===== config.mk =====
export PLATFORM = sky130hd
export DESIGN_NAME = write_back_stage
export DESIGN_NICKNAME = d
export VERILOG_FILES = /design/src/rtl/wb_pkg.sv /design/src/rtl/load_extend.sv /design/src/rtl/write_back_stage.sv
export SDC_FILE = /design/constraint.sdc
export NUM_CORES = 1
export LEC_CHECK = 0
export ABC_AREA = 1
export CORE_MARGIN = 5
export CORE_UTILIZATION = 41
export CTS_CLUSTER_SIZE = 25
export DETAILED_ROUTE_END_ITERATION = 10
export PLACE_DENSITY = 0.78
export SETUP_SLACK_MARGIN = 0.3
export SYNTH_ARGS = -nofsm -noshare
export SYNTH_HDL_FRONTEND = slang
export SYNTH_SLANG_ARGS = --single-unit

===== constraint.sdc =====
create_clock -name clk -period 1.6 [get_ports clk]
set_clock_uncertainty 0.05 [all_clocks]
set_input_delay 0.32 -clock clk [delete_from_list [all_inputs] [get_ports clk]]
set_output_delay 0.32 -clock clk [all_outputs]
set_load 0.03 [all_outputs]

===== src/rtl/wb_pkg.sv =====
// Shared constants for the MIPS write-back stage: source selects, load sizes, default width.
package wb_pkg;

  localparam int WB_DATA_W = 32;

  localparam logic [1:0] WB_SEL_ALU  = 2'b00;
  localparam logic [1:0] WB_SEL_MEM  = 2'b01;
  localparam logic [1:0] WB_SEL_LINK = 2'b10;

  localparam logic [1:0] LD_BYTE = 2'b00;
  localparam logic [1:0] LD_HALF = 2'b01;
  localparam logic [1:0] LD_WORD = 2'b10;

endpackage


===== src/rtl/load_extend.sv =====
// Combinational load-lane extraction (big-endian byte order) with sign/zero extension.
module load_extend
  import wb_pkg::*;
#(
  parameter int DATA_W = WB_DATA_W
) (
  input  logic [DATA_W-1:0] mem_data,
  input  logic [1:0]        offset,
  input  logic [1:0]        size,
  input  logic              is_unsigned,
  output logic [DATA_W-1:0] ext_data
);

  logic [7:0]  byte_lane;
  logic [15:0] half_lane;

  // Offset 0 addresses the most significant byte of the aligned word.
  always_comb begin
    byte_lane = mem_data[DATA_W-1 -: 8];
    case (offset)
      2'd0: byte_lane = mem_data[DATA_W-1  -: 8];
      2'd1: byte_lane = mem_data[DATA_W-9  -: 8];
      2'd2: byte_lane = mem_data[DATA_W-17 -: 8];
      2'd3: byte_lane = mem_data[DATA_W-25 -: 8];
      default: byte_lane = mem_data[DATA_W-1 -: 8];
    endcase
  end

  assign half_lane = offset[1] ? mem_data[DATA_W-17 -: 16] : mem_data[DATA_W-1 -: 16];

  always_comb begin
    ext_data = mem_data;
    case (size)
      LD_BYTE: ext_data = {{(DATA_W-8){~is_unsigned & byte_lane[7]}}, byte_lane};
      LD_HALF: ext_data = {{(DATA_W-16){~is_unsigned & half_lane[15]}}, half_lane};
      default: ext_data = mem_data;
    endcase
  end

endmodule


===== src/rtl/write_back_stage.sv =====
// MIPS write-back stage: source select, registered register-file write port,
// stall/flush handling and a retired-instruction counter.
module write_back_stage
  import wb_pkg::*;
#(
  parameter int DATA_W     = WB_DATA_W,
  parameter int REG_ADDR_W = 5,
  parameter int CNT_W      = 32
) (
  input  logic                  clk,
  input  logic                  rst,
  input  logic                  in_valid,
  input  logic                  stall,
  input  logic                  flush,
  input  logic [DATA_W-1:0]     alu_result,
  input  logic [DATA_W-1:0]     mem_data,
  input  logic [DATA_W-1:0]     pc_plus4,
  input  logic [1:0]            wb_sel,
  input  logic [1:0]            load_size,
  input  logic                  load_unsigned,
  input  logic                  reg_write,
  input  logic [REG_ADDR_W-1:0] rd,
  output logic                  wb_we,
  output logic [REG_ADDR_W-1:0] wb_rd,
  output logic [DATA_W-1:0]     wb_data,
  output logic                  wb_valid,
  output logic [CNT_W-1:0]      retired_cnt
);

  logic [DATA_W-1:0] load_data;
  logic [DATA_W-1:0] next_data;

  load_extend #(.DATA_W(DATA_W)) u_load_extend (
    .mem_data    (mem_data),
    .offset      (alu_result[1:0]),
    .size        (load_size),
    .is_unsigned (load_unsigned),
    .ext_data    (load_data)
  );

  // Reserved select 11 falls through to the ALU result.
  always_comb begin
    next_data = alu_result;
    case (wb_sel)
      WB_SEL_MEM:  next_data = load_data;
      WB_SEL_LINK: next_data = pc_plus4;
      default:     next_data = alu_result;
    endcase
  end

  always_ff @(posedge clk) begin
    if (rst) begin
      wb_valid    <= 1'b0;
      wb_we       <= 1'b0;
      wb_rd       <= '0;
      wb_data     <= '0;
      retired_cnt <= '0;
    end else if (flush) begin
      // Squash only the control bits; rd/data keep their last values.
      wb_valid <= 1'b0;
      wb_we    <= 1'b0;
    end else if (!stall) begin
      wb_valid <= in_valid;
      wb_we    <= in_valid & reg_write & (rd != '0);
      wb_rd    <= rd;
      wb_data  <= next_data;
      if (in_valid) retired_cnt <= retired_cnt + CNT_W'(1);
    end
  end

endmodule


---- Word level (Yosys, flattened, before mapping) ----
Cells that the tools add are included.
operators by class
  add/sub/neg operators ................... 1
  order comparisons ....................... 0
  multipliers ............................. 0
  reduce and logical (&&, ||, !) cells .... 6
  shift operators ......................... 0
  equality and inequality tests ........... 6
  bitwise operators ....................... 7
  divide/modulo/power cells ............... 0
  muxes and demuxes ....................... 4
operators by type and width
  kind                     count
  $pmux W32 S2             2
  $add A32 B1 Y32 const B  1
  $pmux W8 S4              1
  $mux W16                 1
  $eq A2 B1 Y1 const B     3
  $eq A2 B2 Y1 const B     3
  $reduce_bool A5 Y1       1
  $and A1 B1 Y1            4
  $logic_not A2 Y1         2
  $not A1 Y1               3
  $reduce_and A3 Y1        1
  $reduce_and A2 Y1        1
  $reduce_or A2 Y1         1
word-level totals
  output and inout bits ................... 71
  memories kept ........................... 0
  input port bits ......................... 112
  latch bits .............................. 0
  bits in read-only memories .............. 0
  memory bits (writable) .................. 0
  register bits after elaboration ......... 71

---- Depth between registers and ports, before layout ----
  depth in word-level cells ............... 5
  gate-level depth with buffers ........... 10

---- Hierarchy ----
A second synthesis with hierarchy kept.
second synthesis, totals
  cell total of the unflattened synthesis .. 682
  area, all modules ....................... 4,538.1 um^2
by module, submodules not included
  module            cells each  times used  area an instance (um^2)
  write_back_stage  533         1           3,699.8
  load_extend       149         1           838.3

---- Worst setup path before layout ----
OpenSTA, ideal clock, no wires.
  kind .................................... reg-to-reg
  start ................................... register retired_cnt[0]
  end ..................................... register retired_cnt[16]
  setup slack ............................. -0.167 ns
  arrival ................................. 1.647 ns
  data required time ...................... 1.480 ns
  cell stages (with the launch flop) ...... 9
  setup time .............................. 0.070 ns
  clock period less this slack ............ 1.767 ns
  cell sequence ........................... dfxtp_1 > ha_1 > inv_2 > nor2_1 > nand2_1 > nor2_1 > xor2_1 > nand2_1 > a21oi_1
on the way
  word-level cells in the longest chain between the ends .. 1
RTL lines
  item                    line                    source
  from (decl)             write_back_stage.sv:27  output logic [CNT_W-1:0] retired_cnt
  from (signal assigned)  write_back_stage.sv:67  if (in_valid) retired_cnt <= retired_cnt + CNT_W'(1);
  $add A32 B1 Y32         write_back_stage.sv:67
No other way between the ends.
A chain may end at the register's enable or synchronous reset.

---- Worst setup path after layout ----
  start ................................... register retired_cnt[5]
  end ..................................... register retired_cnt[19]
Same word-level chain as after synthesis.

==> results <==
- The maximum count of clock buffers along a single path is 2.
- At the worst endpoint, the arrival time is 1.76 ns.
- The number of violations reported at the end of detailed-routing iteration 0 is 399.
- The clock root buffer is sky130_fd_sc_hd__clkbuf_16.
- TritonCTS built the clock tree.
- The count of pins over their slew limit came to 0.
- The number of antenna violations at the first check in global routing is 2.
- The post-synthesis cell type count is 35.
- The number of placed cells counting well taps is 1,159.
- The vertical die dimension is 118 um.
- The register-to-register path setup slack is 0.06 ns.
- Summing every instance area after synthesis gives 0.00478 mm^2.
- The number of antenna diodes in the final layout is 0.
- The area fraction of the dominant cell type after synthesis is 0.297.
- Setup repair after global routing could not meet its margin everywhere.
- The fraction of the core area covered by cells at the end of the flow is 0.732.
- The via count is 6,493.
- The post-route clock period utilization is 0.965.
- The first detailed-routing pass took 5 iterations.
- For this run, the top clock speed supported by timing is 0.648 GHz.
- Synthesis produced a netlist whose cell count is 816.
- The final hold violation count came to 0.
- The global-route wire length before repair is 30.8 mm.
- The max capacitance violation total is 0.
- The number of placed I/O pins is 183.
- Counting every net in the synthesized netlist gives 931.
- After detailed routing, the total wire length is 20.8 mm.
- At the end of the flow, the number of nets in the layout was 1,187.
- The primary flip-flop cell chosen by synthesis mapping is sky130_fd_sc_hd__dfxtp_1.
- The class of the tightest hold or removal check is input pin to register.
- Row generation in the floorplan step produced 39 rows.
- The share of layout cells above drive strength 1 is 0.380.
- Dividing the detail-routed via count by the number of cells gives 5.33.
- The number of hold buffers added after CTS was 0.
- For this run, the number of Yosys warnings is 0.
- The startpoint kind of the worst setup timing path is a register.
- The synthesized flop and latch total is 71.
- The share of synthesized area occupied by flip-flops and latches is 0.297.
- Counting flops with a built-in enable in the synthesized netlist gives 0.
- Global routing finished with a remaining overflow of 0.
- The sequential cells in the finished layout cover a total of 0.00153 mm^2.
- After floorplanning, the core was sized to cover 0.0114 mm^2.
- During placement, the flow inserted port buffers numbering 182.
- Entering global routing, the biggest net connects 51 pins.
- The number of global-route vias before repair came to 6,152.
- The worst register-to-register path ends at retired_cnt[19]$_SDFFE_PP0P_.
- The estimated wirelength of the detail-placed design is 14.3 mm.
- The total DRC errors in the routed layout is 0.
- The floorplan die width is 118 um.
- The average detailed-routed wire length per instance is 17.1 um.
- Once detail routing completed, the nets flagged for antenna violations numbered 0.
- The total area of multi-input combinational cells is 0.00364 mm^2.
- Across the VDD grid, the largest voltage drop is 0.479 mV.
- The run finished with clean final reports.
- Along the worst hold path, the cell count comes to 3.
- The leakage power figure is 3.81 nW.
- The clock reaches the later pin of the worst-skew pair after 0.33 ns.
- The transition time of the tightest slew-check pin is 0.584 ns.
- The critical path starts at retired_cnt[5]$_SDFFE_PP0P_.
- After synthesis, the share of flip-flops with an asynchronous set or reset is 0.
- The number of buffers created by CTS is 9.
- For this design the ratio of total power to cell area is 612 mW/mm^2.
- After detailed placement, the total cell area comes to 0.00736 mm^2.
- After routing the design area is 0.00835 mm^2.
- The highest net fanout along the worst path is 4.
- At the end of routability-driven placement, the weighted congestion stood at 0.947.
- Relative to the synthesized area, the layout overhead comes to 74.6%.
- By startpoint and endpoint, the worst setup path is classified as register to register.
- The number of fill cells is 937.
- The largest area contributor in the netlist is sky130_fd_sc_hd__dfxtp_1.
- The starting utilization of the core area is 0.419.
- In the global route stage, overall resource usage came out at 0.270.
- The final critical delay including setup and external delays is 1.54 ns.
- The worst setup path is captured at a register.
- Sorting the synthesized cells by area gives the leading types as sky130_fd_sc_hd__dfxtp_1 (30%), sky130_fd_sc_hd__nand2_1 (23%), sky130_fd_sc_hd__nor2_1 (10%).
- Clock-pin slew was measured on the worst setup and hold paths at 0.06 ns.
- The number of failing setup endpoints in the final timing report is 0.
- Adding up every negative setup slack in the final design gives 0 ns.
- The required time of the critical path is 1.82 ns.
- The average instance in the mapped netlist occupies 5.86 um^2.
- For the worst flop-to-flop path, the logic depth is 7.
- In this run the worst setup path terminates at retired_cnt[19]$_SDFFE_PP0P_.
- The finished layout holds 1,219 standard cells, fillers aside.
- The H-tree depth reported by CTS is 3.
- The clock drives 71 sinks.
- The worst pin sits at a relative slew slack of 0.610.
- The full die area is 0.0139 mm^2.
- The startpoint identified for the worst register-to-register timing path is retired_cnt[5]$_SDFFE_PP0P_.
cell type report:
type | instances | share of cell area
tap | 143 | 0.0214
multi-input combinational | 650 | 0.436
inverter | 58 | 0.0300
clock inverter | 5 | 0.00300
sequential | 71 | 0.183
timing repair buffer | 282 | 0.298
clock buffer | 10 | 0.0286
worst min path at each step:
stage                             start                       end  slack (ns)
6_report                          stall        wb_we$_SDFFE_PP0N_        0.24
5_1_grt                           stall        wb_we$_SDFFE_PP0N_        0.25
2_1_floorplan                     rd[0]     wb_rd[0]$_SDFFE_PP0P_        0.40
3_3_place_gp    wb_data[0]$_SDFFE_PP0P_   wb_data[0]$_SDFFE_PP0P_        0.40
3_5_place_dp   wb_data[16]$_SDFFE_PP0P_  wb_data[16]$_SDFFE_PP0P_        0.41
4_1_cts                             rst     wb_valid$_SDFFE_PP0N_        0.28
per-stage QoR:
stage	worst slack, ns	hold WS [ns]	total power [W]
after CTS	0.206	0.283	0.00502
after floorplan	0.252	0.405	0.00257
after detailed placement	-0.422	0.406	0.00318
after global routing	-0.0386	0.250	0.00532
final	0.0558	0.244	0.00512
after global placement	-0.397	0.401	0.00318
cell usage in the layout (no fill, tap or decap), drive strengths merged, types with 3 or more instances in the layout:
cell	netlist	routed
o221ai	5	5
dlygate4sd2	0	4
clkbuf	26	18
nand4	4	4
nor2	142	142
buf	12	173
nor3	12	12
dlymetal6s2s	0	7
dfxtp	71	71
a21oi	106	106
inv	58	58
xor2	7	7
ha	3	3
nand3	29	30
o21ai	33	33
nand3b	5	5
nand2	298	298
clkinv	0	4
clkdlybuf4s50	0	88
metal layers:
metal  GRT usage  vias up  routed length [um]
met5           0        -                  13
met4       0.108        2                 810
met3      0.0865       79                1980
met2       0.487      359               10700
met1       0.290     2937                7350
li1            -     3116                   -
timing repair:
action | 4_1_cts | 5_1_grt
gates resized for setup | 475 | 151
endpoints found under the setup margin | 134 | 78
pin swaps | 49 | 60
setup buffers | 25 | 14
gates cloned | 3 | 3
cell usage after synthesis (all sizes together) (3+ instances only):
cell and n:
nand3b 5, clkbuf 26, buf 12, nand2 298, o221ai 5, nand3 29, dfxtp 71, inv 58
nor2 142, a21oi 106, o21ai 33, nand4 4, ha 3, nor3 12, xor2 7
logic make-up (layout without fill, tap and decap cells):
family	after synthesis	after routing	synth area share
flops	71	71	0.297
compound gates	147	147	0.168
simple gates	492	493	0.431
buf+inv	96	355	0.0832
fa+ha+maj	3	3	0.00785
xor+xnor	7	7	0.0128
sequential cells by signal, summed over array words and instances, names as in the netlist:
register	cells
retired_cnt	32
wb_data	32
wb_we	1
wb_rd	5
wb_valid	1
report_power, final:
part	switching (W)	internal [W]	total, W	leakage, nW
Sequential	0.0000341	0.00179	0.00182	0.601
Clock	0.000757	0.00107	0.00182	0.129
Combinational	0.000784	0.000688	0.00147	3.08
critical path, stage by stage (launching register included):
cell and delay [ns]:
sky130_fd_sc_hd__dfxtp_4 0.39, sky130_fd_sc_hd__nand2_4 0.10, sky130_fd_sc_hd__nor2_4 0.13, sky130_fd_sc_hd__nand2_2 0.07, sky130_fd_sc_hd__nor3_4 0.21, sky130_fd_sc_hd__xor2_1 0.26
sky130_fd_sc_hd__nand2_1 0.13, sky130_fd_sc_hd__a21oi_2 0.13
Note: power is estimated with default switching activity, not from simulation.
